[src/rtl/vga_timing_ctrl_if.sv]
// Raster timing bundle between vga_timing_ctrl (master) and the video output stage.
// The fetch_* signals exist only when VGA_PREFETCH_EN is defined.
interface vga_timing_ctrl_if #(
  parameter int unsigned CW = 10
);
  logic          enable;
  logic          running;
  logic          h_synch;
  logic          v_synch;
  logic          blank;
  logic [CW-1:0] pixel_x;
  logic [CW-1:0] pixel_y;
  logic          line_start;
  logic          frame_start;
`ifdef VGA_PREFETCH_EN
  logic [CW-1:0] fetch_x;
  logic [CW-1:0] fetch_y;
  logic          fetch_valid;

  modport master (
    input  enable,
    output running, h_synch, v_synch, blank, pixel_x, pixel_y,
    output line_start, frame_start, fetch_x, fetch_y, fetch_valid
  );
  modport slave (
    output enable,
    input  running, h_synch, v_synch, blank, pixel_x, pixel_y,
    input  line_start, frame_start, fetch_x, fetch_y, fetch_valid
  );
`else
  modport master (
    input  enable,
    output running, h_synch, v_synch, blank, pixel_x, pixel_y,
    output line_start, frame_start
  );
  modport slave (
    output enable,
    input  running, h_synch, v_synch, blank, pixel_x, pixel_y,
    input  line_start, frame_start
  );
`endif
endinterface

[src/rtl/vga_timing_ctrl.sv]
// VGA raster timing generator with frame-aligned run/park control; all outputs registered.
// Define VGA_PREFETCH_EN to add fetch_x/fetch_y/fetch_valid one pixel ahead of the display.
module vga_timing_ctrl #(
  parameter int unsigned H_ACTIVE    = 640,
  parameter int unsigned H_FP        = 16,
  parameter int unsigned H_SYNC      = 96,
  parameter int unsigned H_BP        = 48,
  parameter int unsigned V_ACTIVE    = 480,
  parameter int unsigned V_FP        = 10,
  parameter int unsigned V_SYNC      = 2,
  parameter int unsigned V_BP        = 33,
  parameter bit          SYNC_ACTIVE = 1'b0,
  parameter int unsigned CW          = 10
) (
  input  logic              pixel_clock,
  input  logic              reset,
  vga_timing_ctrl_if.master vga
);
  localparam int unsigned H_TOTAL = H_ACTIVE + H_FP + H_SYNC + H_BP;
  localparam int unsigned V_TOTAL = V_ACTIVE + V_FP + V_SYNC + V_BP;

  localparam logic [CW-1:0] H_LAST    = CW'(H_TOTAL - 1);
  localparam logic [CW-1:0] V_LAST    = CW'(V_TOTAL - 1);
  localparam logic [CW-1:0] H_ACT     = CW'(H_ACTIVE);
  localparam logic [CW-1:0] V_ACT     = CW'(V_ACTIVE);
  localparam logic [CW-1:0] HS_FIRST  = CW'(H_ACTIVE + H_FP);
  localparam logic [CW-1:0] HS_LAST   = CW'(H_ACTIVE + H_FP + H_SYNC - 1);
  localparam logic [CW-1:0] VS_FIRST  = CW'(V_ACTIVE + V_FP);
  localparam logic [CW-1:0] VS_LAST   = CW'(V_ACTIVE + V_FP + V_SYNC - 1);

  typedef enum logic {PARKED, RUNNING} state_t;

  state_t        state, state_next;
  logic [CW-1:0] x, y, x_next, y_next;
  logic          run_next, blank_next, hs_next, vs_next, ls_next, fs_next;
  logic          running_q, blank_q, hs_q, vs_q, ls_q, fs_q;

  // Raster successor of (cx, cy), packed as {y, x}.
  function automatic logic [2*CW-1:0] advance(input logic [CW-1:0] cx, input logic [CW-1:0] cy);
    logic [CW-1:0] nx, ny;
    nx = (cx == H_LAST) ? '0 : cx + 1'b1;
    ny = cy;
    if (cx == H_LAST) ny = (cy == V_LAST) ? '0 : cy + 1'b1;
    return {ny, nx};
  endfunction

  // Outputs are decoded from the post-edge count so they align with pixel_x/pixel_y.
  always_comb begin
    state_next = state;
    x_next     = H_LAST;
    y_next     = V_LAST;
    case (state)
      PARKED: begin
        if (vga.enable) begin
          state_next = RUNNING;
          x_next     = '0;
          y_next     = '0;
        end
      end
      RUNNING: begin
        if (x == H_LAST && y == V_LAST && !vga.enable) state_next = PARKED;
        else {y_next, x_next} = advance(x, y);
      end
      default: state_next = PARKED;
    endcase

    run_next   = (state_next == RUNNING);
    blank_next = !run_next || (x_next >= H_ACT) || (y_next >= V_ACT);
    hs_next    = (run_next && x_next >= HS_FIRST && x_next <= HS_LAST) ? SYNC_ACTIVE : ~SYNC_ACTIVE;
    vs_next    = (run_next && y_next >= VS_FIRST && y_next <= VS_LAST) ? SYNC_ACTIVE : ~SYNC_ACTIVE;
    ls_next    = run_next && (x_next == '0);
    fs_next    = ls_next && (y_next == '0);
  end

  always_ff @(posedge pixel_clock or posedge reset) begin
    if (reset) begin
      state     <= PARKED;
      x         <= H_LAST;
      y         <= V_LAST;
      running_q <= 1'b0;
      blank_q   <= 1'b1;
      hs_q      <= ~SYNC_ACTIVE;
      vs_q      <= ~SYNC_ACTIVE;
      ls_q      <= 1'b0;
      fs_q      <= 1'b0;
    end else begin
      state     <= state_next;
      x         <= x_next;
      y         <= y_next;
      running_q <= run_next;
      blank_q   <= blank_next;
      hs_q      <= hs_next;
      vs_q      <= vs_next;
      ls_q      <= ls_next;
      fs_q      <= fs_next;
    end
  end

  assign vga.running     = running_q;
  assign vga.blank       = blank_q;
  assign vga.h_synch     = hs_q;
  assign vga.v_synch     = vs_q;
  assign vga.pixel_x     = x;
  assign vga.pixel_y     = y;
  assign vga.line_start  = ls_q;
  assign vga.frame_start = fs_q;

`ifdef VGA_PREFETCH_EN
  logic [CW-1:0] fx_next, fy_next, fx_q, fy_q;
  logic          fv_next, fv_q;

  // While parked the fetch sits at (0,0) and is qualified by the run request.
  always_comb begin
    fx_next = '0;
    fy_next = '0;
    fv_next = vga.enable;
    if (run_next) begin
      {fy_next, fx_next} = advance(x_next, y_next);
      fv_next = (fx_next < H_ACT) && (fy_next < V_ACT);
    end
  end

  always_ff @(posedge pixel_clock or posedge reset) begin
    if (reset) begin
      fx_q <= '0;
      fy_q <= '0;
      fv_q <= 1'b0;
    end else begin
      fx_q <= fx_next;
      fy_q <= fy_next;
      fv_q <= fv_next;
    end
  end

  assign vga.fetch_x     = fx_q;
  assign vga.fetch_y     = fy_q;
  assign vga.fetch_valid = fv_q;
`endif
endmodule
[src/flat_wrapper.sv]
// flat-port wrapper written by rule: the top's interface ports become plain ports
module vga_timing_ctrl_flat 
#(
  parameter int unsigned H_ACTIVE    = 640,
  parameter int unsigned H_FP        = 16,
  parameter int unsigned H_SYNC      = 96,
  parameter int unsigned H_BP        = 48,
  parameter int unsigned V_ACTIVE    = 480,
  parameter int unsigned V_FP        = 10,
  parameter int unsigned V_SYNC      = 2,
  parameter int unsigned V_BP        = 33,
  parameter bit          SYNC_ACTIVE = 1'b0,
  parameter int unsigned CW          = 10
)
  (pixel_clock, reset, vga_enable, vga_running, vga_h_synch, vga_v_synch, vga_blank, vga_pixel_x, vga_pixel_y, vga_line_start, vga_frame_start);
  vga_timing_ctrl_if #(.CW(CW)) vga_i ();
  input  logic pixel_clock;
  input  logic reset;
  input wire logic [$bits(vga_i.enable)-1:0] vga_enable;
  output wire logic [$bits(vga_i.running)-1:0] vga_running;
  output wire logic [$bits(vga_i.h_synch)-1:0] vga_h_synch;
  output wire logic [$bits(vga_i.v_synch)-1:0] vga_v_synch;
  output wire logic [$bits(vga_i.blank)-1:0] vga_blank;
  output wire logic [$bits(vga_i.pixel_x)-1:0] vga_pixel_x;
  output wire logic [$bits(vga_i.pixel_y)-1:0] vga_pixel_y;
  output wire logic [$bits(vga_i.line_start)-1:0] vga_line_start;
  output wire logic [$bits(vga_i.frame_start)-1:0] vga_frame_start;
  assign vga_i.enable = vga_enable;
  assign vga_running = vga_i.running;
  assign vga_h_synch = vga_i.h_synch;
  assign vga_v_synch = vga_i.v_synch;
  assign vga_blank = vga_i.blank;
  assign vga_pixel_x = vga_i.pixel_x;
  assign vga_pixel_y = vga_i.pixel_y;
  assign vga_line_start = vga_i.line_start;
  assign vga_frame_start = vga_i.frame_start;
  vga_timing_ctrl #(.H_ACTIVE(H_ACTIVE), .H_FP(H_FP), .H_SYNC(H_SYNC), .H_BP(H_BP), .V_ACTIVE(V_ACTIVE), .V_FP(V_FP), .V_SYNC(V_SYNC), .V_BP(V_BP), .SYNC_ACTIVE(SYNC_ACTIVE), .CW(CW)) u_core (.pixel_clock(pixel_clock), .reset(reset), .vga(vga_i));
endmodule
[config.mk]
export PLATFORM = sky130hd
export DESIGN_NAME = vga_timing_ctrl_flat
export DESIGN_NICKNAME = d
export VERILOG_FILES = /design/src/rtl/vga_timing_ctrl_if.sv /design/src/rtl/vga_timing_ctrl.sv /design/src/flat_wrapper.sv
export SDC_FILE = /design/constraint.sdc
export NUM_CORES = 1
export LEC_CHECK = 0
export ABC_CLOCK_PERIOD_IN_PS = 2400
export CAP_MARGIN = 20
export CORE_MARGIN = 4
export CORE_UTILIZATION = 54
export CTS_BUF_LIST = sky130_fd_sc_hd__clkbuf_4 sky130_fd_sc_hd__clkbuf_8
export DETAILED_ROUTE_END_ITERATION = 8
export GPL_TIMING_DRIVEN = 0
export PLACE_DENSITY_LB_ADDON = 0.1
export SKIP_LAST_GASP = 1
export SLEW_MARGIN = 20
export SYNTH_ARGS = -nofsm -noshare
export SYNTH_HDL_FRONTEND = slang
export SYNTH_SLANG_ARGS = --single-unit
[constraint.sdc]
create_clock -name pixel_clock -period 2.4 [get_ports pixel_clock]
set_input_delay 0.24 -clock pixel_clock [delete_from_list [all_inputs] [get_ports pixel_clock]]
set_output_delay 0.24 -clock pixel_clock [all_outputs]
set_load 0.02 [all_outputs]
---- After elaboration in Yosys (flattened, before gate mapping) ----
Index checks and enable logic that the tools add are counted.
storage, ports and cells
  register bits after elaboration ......... 26
  input port bits ......................... 3
  word-level logic and storage cells ...... 47
operators by class
  add/sub/neg operators ................... 2
  order comparisons ....................... 6
  eq/ne operators ......................... 2
  muxes and demuxes ....................... 14
  bitwise operators ....................... 1
  reductions and logical operators ........ 14
operators with widths
  operator                                                         number
  2-to-1 mux 10 bit                                                7
  case mux 10 bit (2 select lines)                                 2
  adder 10 x 1 -> 10 bit, second input constant                    2
  equality test 10 bit, second input constant                      2
  >= comparator 10 bit, second input constant                      2
  >= comparator 10 x 9 -> 1 bit, second input constant             2
  logical NOT 10 bit                                               2
  less-or-equal comparator 10 bit, second input constant           1
  less-or-equal comparator 10 x 9 -> 1 bit, second input constant  1
  logical AND 1 bit                                                8
  2-to-1 mux 1 bit                                                 4
  logical NOT 1 bit                                                2
  logical OR 1 bit                                                 2
  case mux 1 bit (2 select lines)                                  1
  NOT 1 bit                                                        1

---- Logic depth before layout (Yosys ltp) ----
  depth in word-level cells ............... 9
  mapped depth ............................ 8

---- Worst setup path after synthesis ----
No wires, ideal clock.
  path kind ............................... register to register
  from .................................... reg u_core.x[0] (netlist: u_core.vga.pixel_x[0])
  to ...................................... reg u_core.hs_q (netlist: u_core.vga.h_synch)
  library setup time ...................... 94 ps
  arrival ................................. 2,202 ps
  data required time ...................... 2,306 ps
  path slack .............................. 104 ps
  cell stages (with the launch flop) ...... 7
  buffers on the path ..................... 0
  period minus slack after synthesis ...... 2,296 ps
  cell sequence ........................... dfstp_2 -> ha_1 -> nand4_2 -> and2_4 -> o31ai_4 -> nand2_2 -> or4_1
on the way
  longest elaborated chain between the ends .. 9
  elaborated cells on any way between the ends .. 14
  classes of those cells .................. 1 x add/sub; 2 x order compare; 1 x eq/ne; 6 x mux; 4 x reduce/logical
ends and longest elaborated chain
  what                                                                            RTL line               source
  start, declared                                                                 vga_timing_ctrl.sv:34  logic [CW-1:0] x, y, x_next, y_next;
  start signal, assigned                                                          vga_timing_ctrl.sv:88  x <= x_next;
  parallel branches: the longest is 3 deep, another holds adder 10 x 1 -> 10 bit  --
  2-to-1 mux 10 bit *                                                             vga_timing_ctrl.sv:61  if (x == H_LAST && y == V_LAST && !vga.enable) state_next = PARKED;
  case mux 10 bit (2 select lines) *                                              vga_timing_ctrl.sv:52  case (state)
  net u_core.x_next[8]                                                            vga_timing_ctrl.sv:34
  >= comparator 10 bit                                                            vga_timing_ctrl.sv:69  hs_next = (run_next && x_next >= HS_FIRST && x_next <= HS_LAST) ? SYNC_ACTIVE : ~SYNC_ACTIVE;
  logical AND 1 bit                                                               vga_timing_ctrl.sv:69
  logical AND 1 bit *                                                             vga_timing_ctrl.sv:69
  2-to-1 mux 1 bit *                                                              vga_timing_ctrl.sv:69
  net u_core.hs_next                                                              vga_timing_ctrl.sv:35  logic run_next, blank_next, hs_next, vs_next, ls_next, fs_next;
  end signal, assigned                                                            vga_timing_ctrl.sv:82  hs_q <= ~SYNC_ACTIVE;
  end signal, assigned                                                            vga_timing_ctrl.sv:92  hs_q <= hs_next;
  end, declared                                                                   vga_timing_ctrl.sv:36  logic running_q, blank_q, hs_q, vs_q, ls_q, fs_q;
Mark *: on every way through the listed nets, which the timed path passes.

---- Worst setup path after layout ----
  from .................................... reg u_core.x[1] (netlist: u_core.vga.pixel_x[1])
  to ...................................... reg u_core.fs_q (netlist: u_core.vga.frame_start)
on the way
  longest elaborated chain between the ends .. 8
  elaborated cells on any way between the ends .. 16
  classes of those cells .................. 1 x add/sub; 1 x eq/ne; 8 x mux; 6 x reduce/logical
ends and longest elaborated chain
  what                                                                            RTL line               source
  parallel branches: the longest is 7 deep, another holds adder 10 x 1 -> 10 bit  --
  logical AND 1 bit *                                                             vga_timing_ctrl.sv:72  fs_next = ls_next && (y_next == '0);
  net u_core.fs_next                                                              vga_timing_ctrl.sv:35
  end signal, assigned                                                            vga_timing_ctrl.sv:95  fs_q <= fs_next;
  end, declared                                                                   vga_timing_ctrl.sv:36
Marked as above.

==> impl_metrics.csv <==
group,metric,value,unit
final_layout,drive_gt1_frac,0.269,
critical_path,r2r-start,"u_core.vga.pixel_x[1]",
outcome,outcome,"completed",
cts,numClockSinks,26,
drt,dr_total_vias,1400,
sta,fin_crit,2.36,ns
final_layout,fill_cells,218,
drt,wl_per_cell,18.4,microns
drt,routed_wl,4180,microns
power,swShare,0.415,
cts,clock_path_buffers,2,
synth,async_flop_share,1.00,
sta,clock.fmax,0.424,GHz
power,total_power,1.61,mW
final_layout,diodes,0,
power,power.internal,0.940,mW
hold_path,hp-class,"in -> async",
cts,clkLatencyLatePin,0.32,ns
floorplan,design.die.area,0.00402,sq mm
synth,synth_area_per_cell,10.3,sq um
global_routing,grt_pass1_vias,1516,
sta,report.final.slew_viol_count,0,
power,powerDensity,771,mW/mm^2
drt,via_per_inst,6.14,
power,p_leak,0.850,nW
sta,worst_pin_slew,0.950,ns
critical_path,crit_path_max_fanout,6,
critical_path,cp-end-kind,"flop",
floorplan,die_h,63.4,microns
global_routing,grt.overflow.total,0,
final_layout,syn2layout_area_growth,25.8,%
cts,htree_levels,1,
power,seqPwrFrac,0.419,
synth,yosysSeqAreaShare,0.403,
drt,drc_errors,0,
critical_path,cp-start-kind,"flop",
synth,synth_flop_cell,"dfstp_2",
synth,synth_warnings,0,
global_routing,grt_max_degree,27,
critical_path,r2r_setup_slack,0.04,ns
cts,ctsRootBufferMaster,"clkbuf_4",
synth,synth_nets,167,
placement,portBuffers,28,
global_routing,antenna_found_initial,0,
drt,drtIter0Drc,87,
sta,post-route-period-util,0.983,
cts,clk_pin_slew,0.14,ns
critical_path,r2r_end,"u_core.vga.frame_start",
drt,drt_first_pass_iters,4,
critical_path,rr_worst_depth,7,
power,p_sw,0.667,mW
sta,setup_viol,0,
synth,synthCells,161,
floorplan,die_w,63.4,microns
drt,drtAntennaViolNets,0,
cts,numCtsBuffers,3,
cts,cts_tree,"done",
job,drv_cap,0,
critical_path,crit_arrival,2.63,ns
global_routing,grt_pass1_wl,7360,microns
placement,hpwl,3070,microns
synth,synth_area,0.00166,sq mm
global_routing,grt_usage,0.230,
power,vdd_drop_max,0.532,mV
power,pwr-share-comb,0.453,
final_layout,design_area,0.00208,sq mm
floorplan,start_util,0.581,
sta,hold_violations,0,
synth,synth-edff-count,0,
critical_path,crit_required,2.67,ns
synth,ys_ff_latch,26,
sta,worst_clock_skew,0.00503,ns
sta,rsz0062_at_grt,"yes",
floorplan,boundaryPins,29,
synth,ys_types,58,
placement,place_congestion,0.899,
critical_path,critical_path_class,"reg -> reg",
floorplan,core_area,0.00285,sq mm
sta,holdWs,0.416,ns
sta,relSlewSlack,0.366,
placement,place_area,0.00198,sq mm
final_layout,nNetsFinal,204,
power,clkPwrFrac,0.127,
floorplan,rows,19,
-- cell families (layout without fill, tap and decap cells) --
family / count (synthesis) / count (layout) / share of synthesized area
XOR/XNOR: 17 / 17 / 0.0899
flip-flops: 26 / 26 / 0.403
AND/OR/NAND/NOR: 74 / 74 / 0.307
buffers and inverters: 14 / 50 / 0.0385
AO/OA/AOI/OAI: 25 / 25 / 0.128
multiplexers: 2 / 2 / 0.0121
adder cells (fa/ha/maj): 3 / 3 / 0.0227
-- worst max path at each step --
stage / slack, ns / endpoint / depth (start not counted) / start
after detailed placement: -0.14 / u_core.vga.v_synch / 7 / u_core.vga.pixel_x[0]
after global placement: -0.09 / u_core.vga.v_synch / 7 / u_core.vga.pixel_x[0]
final: 0.04 / u_core.vga.frame_start / 7 / u_core.vga.pixel_x[1]
after global routing: -0.03 / u_core.vga.frame_start / 7 / u_core.vga.pixel_x[1]
after floorplan: 0.10 / u_core.vga.h_synch / 6 / u_core.vga.pixel_x[0]
after CTS: 0.009 / u_core.vga.frame_start / 7 / u_core.vga.pixel_x[0]
-- power by group through the flow --
| stage | combinational [mW] | clock, mW | sequential, mW |
|---|---|---|---|
| after floorplan | 0.389 | 0 | 0.737 |
| after global placement | 0.701 | 0 | 0.659 |
| after detailed placement | 0.720 | 0 | 0.673 |
| after CTS | 0.727 | 0.211 | 0.671 |
| after global routing | 0.792 | 0.226 | 0.687 |
| final | 0.729 | 0.205 | 0.674 |
-- area by class of cell --
class | count | area, sq um | area share
plain buffers | 6 | 33.8 | 0.0162
well taps | 31 | 38.8 | 0.0186
multi-input cells | 121 | 975 | 0.468
repair buffers | 32 | 310 | 0.149
inverters | 8 | 30.0 | 0.0144
clock buffers | 4 | 30.0 | 0.0144
flip-flops and latches | 26 | 667 | 0.320
-- placed cells by master (no fill, tap or decap), drive strengths merged, types with 8 or more instances in the layout --
cell type	n
buf	8
clkdlybuf4s50	28
dfrtp	13
dfstp	13
inv	8
nand2	15
nor2	9
o21ai	8
xnor2	10
-- cell usage after synthesis, drive strengths merged (2+ instances only) --
cell type  count  area share
a211oi         2      0.0091
a31o           2       0.011
and2           6       0.024
and3           2      0.0076
and4           2       0.014
buf            4       0.016
clkbuf         2      0.0045
dfrtp         13        0.20
dfstp         13        0.21
ha             3       0.023
inv            8       0.018
mux2i          2       0.012
nand2         15       0.040
nand3          6       0.026
nand4          7       0.034
nand4b         2       0.011
nor2           9       0.025
nor3           5       0.022
nor4           7       0.034
o21ai          8       0.033
o31a           3       0.017
o31ai          2       0.017
or2            2      0.0091
or4            3       0.014
xnor2         10       0.053
xor2           7       0.037
-- routing by layer --
layer | GRT usage | vias to the layer above | share of wire
li1 | - | 658 | -
met1 | 0.296 | 692 | 0.45
met2 | 0.389 | 40 | 0.49
met3 | 0.0337 | 10 | 0.035
met4 | 0.0836 | 0 | 0.018
met5 | 0 | - | 0
-- metrics by stage --
| stage | cells | setup WS [ns] | util | TNS [ns] |
|---|---|---|---|---|
| final | 228 | 0.0406 | 0.731 | 0 |
| after global placement | 220 | -0.0939 | 0.693 | -0.306 |
| after floorplan | 161 | 0.104 | - | 0 |
| after global routing | 228 | -0.0287 | 0.731 | -0.0287 |
| after detailed placement | 220 | -0.142 | 0.693 | -0.482 |
| after CTS | 226 | 0.00877 | 0.722 | 0 |
-- repair_timing --
| item | 4_1_cts | 5_1_grt |
|---|---|---|
| pin swaps | 1 | 1 |
| resized for setup | 6 | 2 |
| hold buffers | 0 | 0 |
| setup endpoints to repair | 4 | 4 |
| buffers inserted | 2 | 2 |
-- critical path, cell delays in order, from the launching register on --
cell and delay, ns:
dfstp_2 0.61, ha_4 0.19, and4_4 0.27, nand3_4 0.11
or4_1 0.52, a211oi_2 0.24, a31o_1 0.21, and3_1 0.16
-- state kept, by name, indices dropped and copies added, names as in the netlist --
register                cells
u_core.vga.pixel_x         10
u_core.vga.pixel_y         10
u_core.state                1
u_core.vga.blank            1
u_core.vga.frame_start      1
u_core.vga.h_synch          1
u_core.vga.line_start       1
u_core.vga.v_synch          1
Note: power is estimated with default switching activity, not from simulation.
